**src/rtl/instruction_fetch_queue.sv**
```systemverilog
// Fetch-to-decode instruction queue: pushed words show on out_* the cycle after the push; in_ready drops when fewer than FETCH_WIDTH entries are free.
// Define BRANCH_PREDECODE_EN to store a 2-bit branch class per entry; otherwise out_branch_class is tied to zero.
module instruction_fetch_queue #(
  parameter int FETCH_WIDTH = 2,
  parameter int ISSUE_WIDTH = 2,
  parameter int DEPTH       = 8
) (
  input  logic                               clk,
  input  logic                               rst,
  input  logic                               flush,
  input  logic                               in_valid,
  input  logic [$clog2(FETCH_WIDTH+1)-1:0]   in_count,
  input  logic [31:0]                        in_address,
  input  logic [FETCH_WIDTH*32-1:0]          in_instructions,
  output logic                               in_ready,
  output logic [ISSUE_WIDTH-1:0]             out_valid,
  output logic [ISSUE_WIDTH*32-1:0]          out_instructions,
  output logic [ISSUE_WIDTH*32-1:0]          out_address,
  output logic [ISSUE_WIDTH*2-1:0]           out_branch_class,
  input  logic [$clog2(ISSUE_WIDTH+1)-1:0]   out_taken,
  output logic [$clog2(DEPTH+1)-1:0]         occupancy
);

  localparam int PW = $clog2(DEPTH);
  localparam int CW = $clog2(FETCH_WIDTH+1);
  localparam int OW = $clog2(DEPTH+1);

  logic [31:0]   r_mem  [DEPTH];
  logic [31:0]   r_addr [DEPTH];
  logic [PW-1:0] r_head;
  logic [PW-1:0] r_tail;
  logic [OW-1:0] r_occ;

  logic          w_push;
  logic [OW-1:0] w_push_n;
  logic [OW-1:0] w_nvalid;
  logic [OW-1:0] w_pop_n;

  assign in_ready  = (r_occ <= OW'(DEPTH - FETCH_WIDTH));
  assign occupancy = r_occ;

  always_comb begin
    w_push   = rst && !flush && in_valid && in_ready && (in_count != '0);
    w_push_n = '0;
    if (w_push)
      w_push_n = (in_count > CW'(FETCH_WIDTH)) ? OW'(FETCH_WIDTH) : OW'(in_count);
    w_nvalid = (r_occ > OW'(ISSUE_WIDTH)) ? OW'(ISSUE_WIDTH) : r_occ;
    // Consumers may over-ask; only lanes that are actually valid can leave.
    w_pop_n  = (OW'(out_taken) > w_nvalid) ? w_nvalid : OW'(out_taken);
  end

  always_ff @(posedge clk) begin
    if (!rst) begin
      r_head <= '0;
      r_tail <= '0;
      r_occ  <= '0;
    end else if (flush) begin
      r_head <= '0;
      r_tail <= '0;
      r_occ  <= '0;
    end else begin
      r_tail <= r_tail + PW'(w_push_n);
      r_head <= r_head + PW'(w_pop_n);
      r_occ  <= r_occ + w_push_n - w_pop_n;
    end
  end

  always_ff @(posedge clk) begin
    for (int k = 0; k < FETCH_WIDTH; k++) begin
      if (k < int'(w_push_n)) begin
        r_mem[r_tail + PW'(k)]  <= in_instructions[32*k +: 32];
        r_addr[r_tail + PW'(k)] <= in_address + 32'(4*k);
      end
    end
  end

`ifdef BRANCH_PREDECODE_EN
  logic [1:0] r_cls [DEPTH];

  // Bit numbering is big-endian: opcode is insn bits 0:5, XO is bits 21:30.
  function automatic logic [1:0] f_class(input logic [31:0] insn);
    logic [5:0] w_op;
    logic [9:0] w_xo;
    w_op = insn[31:26];
    w_xo = insn[10:1];
    if (w_op == 6'd18)      f_class = 2'b01;
    else if (w_op == 6'd16) f_class = 2'b10;
    else if (w_op == 6'd19 && (w_xo == 10'd16 || w_xo == 10'd528)) f_class = 2'b11;
    else                    f_class = 2'b00;
  endfunction

  always_ff @(posedge clk) begin
    for (int k = 0; k < FETCH_WIDTH; k++) begin
      if (k < int'(w_push_n))
        r_cls[r_tail + PW'(k)] <= f_class(in_instructions[32*k +: 32]);
    end
  end
`endif

  for (genvar g = 0; g < ISSUE_WIDTH; g++) begin : g_lane
    logic [PW-1:0] w_idx;
    assign w_idx                       = r_head + PW'(g);
    assign out_valid[g]                = (r_occ > OW'(g));
    assign out_instructions[32*g +: 32] = r_mem[w_idx];
    assign out_address[32*g +: 32]      = r_addr[w_idx];
`ifdef BRANCH_PREDECODE_EN
    assign out_branch_class[2*g +: 2]   = r_cls[w_idx];
`else
    assign out_branch_class[2*g +: 2]   = 2'b00;
`endif
  end

endmodule

```
**config.mk**
```make
export PLATFORM = sky130hd
export DESIGN_NAME = instruction_fetch_queue
export DESIGN_NICKNAME = d
export VERILOG_FILES = /design/src/rtl/instruction_fetch_queue.sv
export SDC_FILE = /design/constraint.sdc
export NUM_CORES = 1
export LEC_CHECK = 0
export CORE_MARGIN = 3
export CORE_UTILIZATION = 64
export DETAILED_ROUTE_END_ITERATION = 10
export DONT_BUFFER_PORTS = 1
export PLACE_DENSITY = 0.77
export SYNTH_ARGS = -nofsm -noshare
export SYNTH_HDL_FRONTEND = slang
export SYNTH_SLANG_ARGS = --single-unit
```
**constraint.sdc**
```tcl
create_clock -name clk -period 11.64 [get_ports clk]
set_input_delay 3.492 -clock clk [delete_from_list [all_inputs] [get_ports clk]]
set_output_delay 3.492 -clock clk [all_outputs]
set_load 0.01 [all_outputs]
```
==> flow_summary_export.csv <==
group,metric,value,unit
floorplanning,die_area,51400,um^2
route,wire_per_inst,29.3,um
cts,cts_resized,0,
run,drv_cap,0,
layout,layout-drive-gt1-share,0.216,
global_route,gr-usage-all-layers,0.353,
placed_design,port_buffers,0,
timing,fin_crit_sh,0.680,
timing,worst_slew_pin_slew,1.30,ns
placed_design,gp_congestion,0.853,
global_route,grt_overflow_total,0,
route,drcViolationCount,0,
power_and_ir_drop,seqPwrFrac,0.400,
cts,clk_pin_slew,0.07,ns
synth,synth_mux_area_frac,0.231,
status,status,"complete, no violations",
timing,timing.final.ws_setup,3.73,ns
synth,synth-seq-cells,522,
worst_setup_path,cpPeakStageDelay,0.95,ns
synth,synth.largest_area_cell,"edfxtp_1",
synth,ys_types,49,
cts,postCtsHoldBufs,0,
timing,whs,0.747,ns
global_route,grt_pass1_wl,133000,um
synth,synth_top_family_by_area,"multiplexers",
route,firstDrtPassIters,7,
synth,synthSimpleGateAreaFrac,0.152,
route,drtIter0Drc,2891,
synth,synthXorXnorAreaFrac,0.0652,
timing,max_freq,126,MHz
route,met2_length,42700,um
synth,netlist_instances,2599,
timing,period_needed,7.91,ns
placed_design,placed_cell_area,31300,um^2
floorplanning,placementRows,80,
timing,finClkSkew,0.0276,ns
synth,synth_area,31200,um^2
synth,async_reset_ff_frac,0,
synth,synthTopCellsByCount,"952 x nand2_1, 512 x edfxtp_1, 256 x mux4_2, 164 x xnor2_1, 128 x mux2_2",
timing,hold_viol_final,0,
layout,diodes,0,
layout,area_growth,5.58,%
cts,cts_setup_buffers,0,
route,vias_per_cell,6.93,
worst_setup_path,crit_fanout,144,
global_route,antenna_found_initial,0,
route,top_layer,"met4",
placed_design,place_hpwl,50900,um
power_and_ir_drop,p_sw,1.57,mW
synth,ys_top_cells_by_area,"edfxtp_1 49%, mux4_2 18%, nand2_1 11%",
worst_setup_path,endpoint_kind,"output pin",
timing,finalSetupViolations,0,
synth,yosys_warnings,0,
synth,synth-edff-count,512,
synth,synth_compound_area_frac,0.00490,
synth,synth_ff_type,"edfxtp_1",
layout,design_area,32900,um^2
cts,cts_htree_levels,2,
power_and_ir_drop,switching_share,0.293,
worst_setup_path,cp_slowest_cell,"buf_4",
worst_setup_path,crit_arrival,4.42,ns
synth,ys_seq_area_frac,0.500,
worst_setup_path,required,8.15,ns
power_and_ir_drop,p_leak,11.1,nW
placed_design,dp_slack,4.40,ns
floorplanning,die_h,227,um
cts,cts.sinks,522,
cts,clkLatencyLatePin,0.62,ns
layout,fillers,3261,
synth,synth_top_area_frac,0.493,
synth,syn-mean-instance-area,12.0,um^2
route,wl_met1,31200,um
route,vias,21500,
timing,rsz0062_at_grt,"false",
floorplanning,die_w,227,um
timing,drv_slew,0,
timing,slew_headroom,0.130,
synth,yosysMostFrequentCell,"nand2_1",
worst_setup_path,path_class,"reg -> out",
power_and_ir_drop,clkPwrFrac,0.307,
min_path,hold_path_class,"reg -> reg",
route,wl_met3,13000,um
power_and_ir_drop,p_comb_frac,0.294,
global_route,grt_start_max_net_pins,145,
power_and_ir_drop,internal_power,3.78,mW
cts,numCtsBuffers,54,
power_and_ir_drop,ir_drop,0.150,mV
cts,clock_path_buffers,3,
route,antenna_left,0,
layout,nets,2563,
floorplanning,initial_core_util,0.650,
timing,fin_tns_setup,0,ns
floorplanning,core_area,47900,um^2
power_and_ir_drop,power_density,163,nW/um^2
floorplanning,io-pin-count,243,
worst_setup_path,path_cells,"buf_4, buf_12, mux4_2, mux2_2",
worst_setup_path,cp-start-kind,"flop",
synth,synth_adder_area_share,0.00779,
global_route,grt_pass1_vias,21300,
cts,cts_tree,"built",
route,wl,90700,um
cts,root_buffer,"clkbuf_16",
## registers in the layout (all words and copies together), names as in the netlist
name and cells:
r_head 3, occupancy 4, r_mem 256, r_addr 256
r_tail 3
## placed cells by master (no fill, tap or decap), types with 3 or more instances in the layout
master and n:
ha_1 12, nor4_1 5, xor2_1 67, nor3_2 5, bufinv_16 3, nand2_1 944, nor2_4 8, nand3_1 38
clkinv_1 21, nand2_2 8, a21oi_1 3, nor3b_1 5, conb_1 4, dfxtp_1 7, buf_4 35, nand2b_1 5
and4_1 4, o21ai_0 12, inv_1 16, nand4_1 12, xnor2_1 164, o21ai_4 6, nor3_1 5, clkinv_2 7
edfxtp_1 512, mux2_2 128, nor2_1 71, and2_1 8, fa_1 4, nor2b_1 3, mux4_2 256, dfxtp_4 3
clkbuf_1 9, and3_1 6, clkbuf_16 55
## metal layers
metal / up-vias / GRT usage
li1: 8875 / -
met3: 296 / 0.0994
met2: 1711 / 0.551
met5: - / 0
met1: 10600 / 0.474
met4: 0 / 0.146
## worst paths after layout
check,from,end,slack (ns),cells past startpoint
setup / recovery,r_head[0],out_address[54],3.73,4
hold / removal,r_head[2],r_head[2],0.75,2
setup reg to reg,occupancy[3],r_addr[0][21],7.05,8
hold reg to reg,r_head[2],r_head[2],0.75,2
## critical path: cells and delay by family, from the launching register on
| family | cells | cell delay, ns |
|---|---|---|
| mux | 2 | 0.96 |
| flops | 1 | 0.90 |
| buf+inv | 2 | 1.62 |
## logic make-up (layout without fill, tap and decap cells)
group           Yosys count  in the layout
flops                   522            522
buf+inv                 271            151
fa+ha+maj                17             17
xor+xnor                232            232
simple gates           1145           1145
mux                     384            384
other cells               1              4
compound gates           27             27
## metrics by stage
step,instances,util,power [mW]
finish,3097,0.686,5.36
global placement,3001,0.652,3.70
floorplan,2602,-,3.47
CTS,3097,0.686,5.36
global route,3097,0.686,5.53
detailed placement,3001,0.652,3.75
## power by group through the flow
| stage | Combinational (mW) | Clock, mW | Sequential (mW) |
|---|---|---|---|
| 2_1_floorplan | 1.32 | 0 | 2.15 |
| 3_3_place_gp | 1.52 | 0 | 2.18 |
| 3_5_place_dp | 1.57 | 0 | 2.18 |
| 4_1_cts | 1.58 | 1.65 | 2.14 |
| 5_1_grt | 1.67 | 1.72 | 2.14 |
| 6_report | 1.57 | 1.64 | 2.14 |
## area by class of cell
cell class | instances | area [um^2] | share of cell area
multi-input combinational | 1809 | 14600 | 0.442
tap | 615 | 769 | 0.0234
timing repair buffer | 37 | 303 | 0.00920
inverter | 18 | 67.6 | 0.00205
clock buffer | 64 | 1410 | 0.0428
clock inverter | 32 | 221 | 0.00673
sequential | 522 | 15600 | 0.474
No activity file was read; power rests on OpenSTA's default activity.
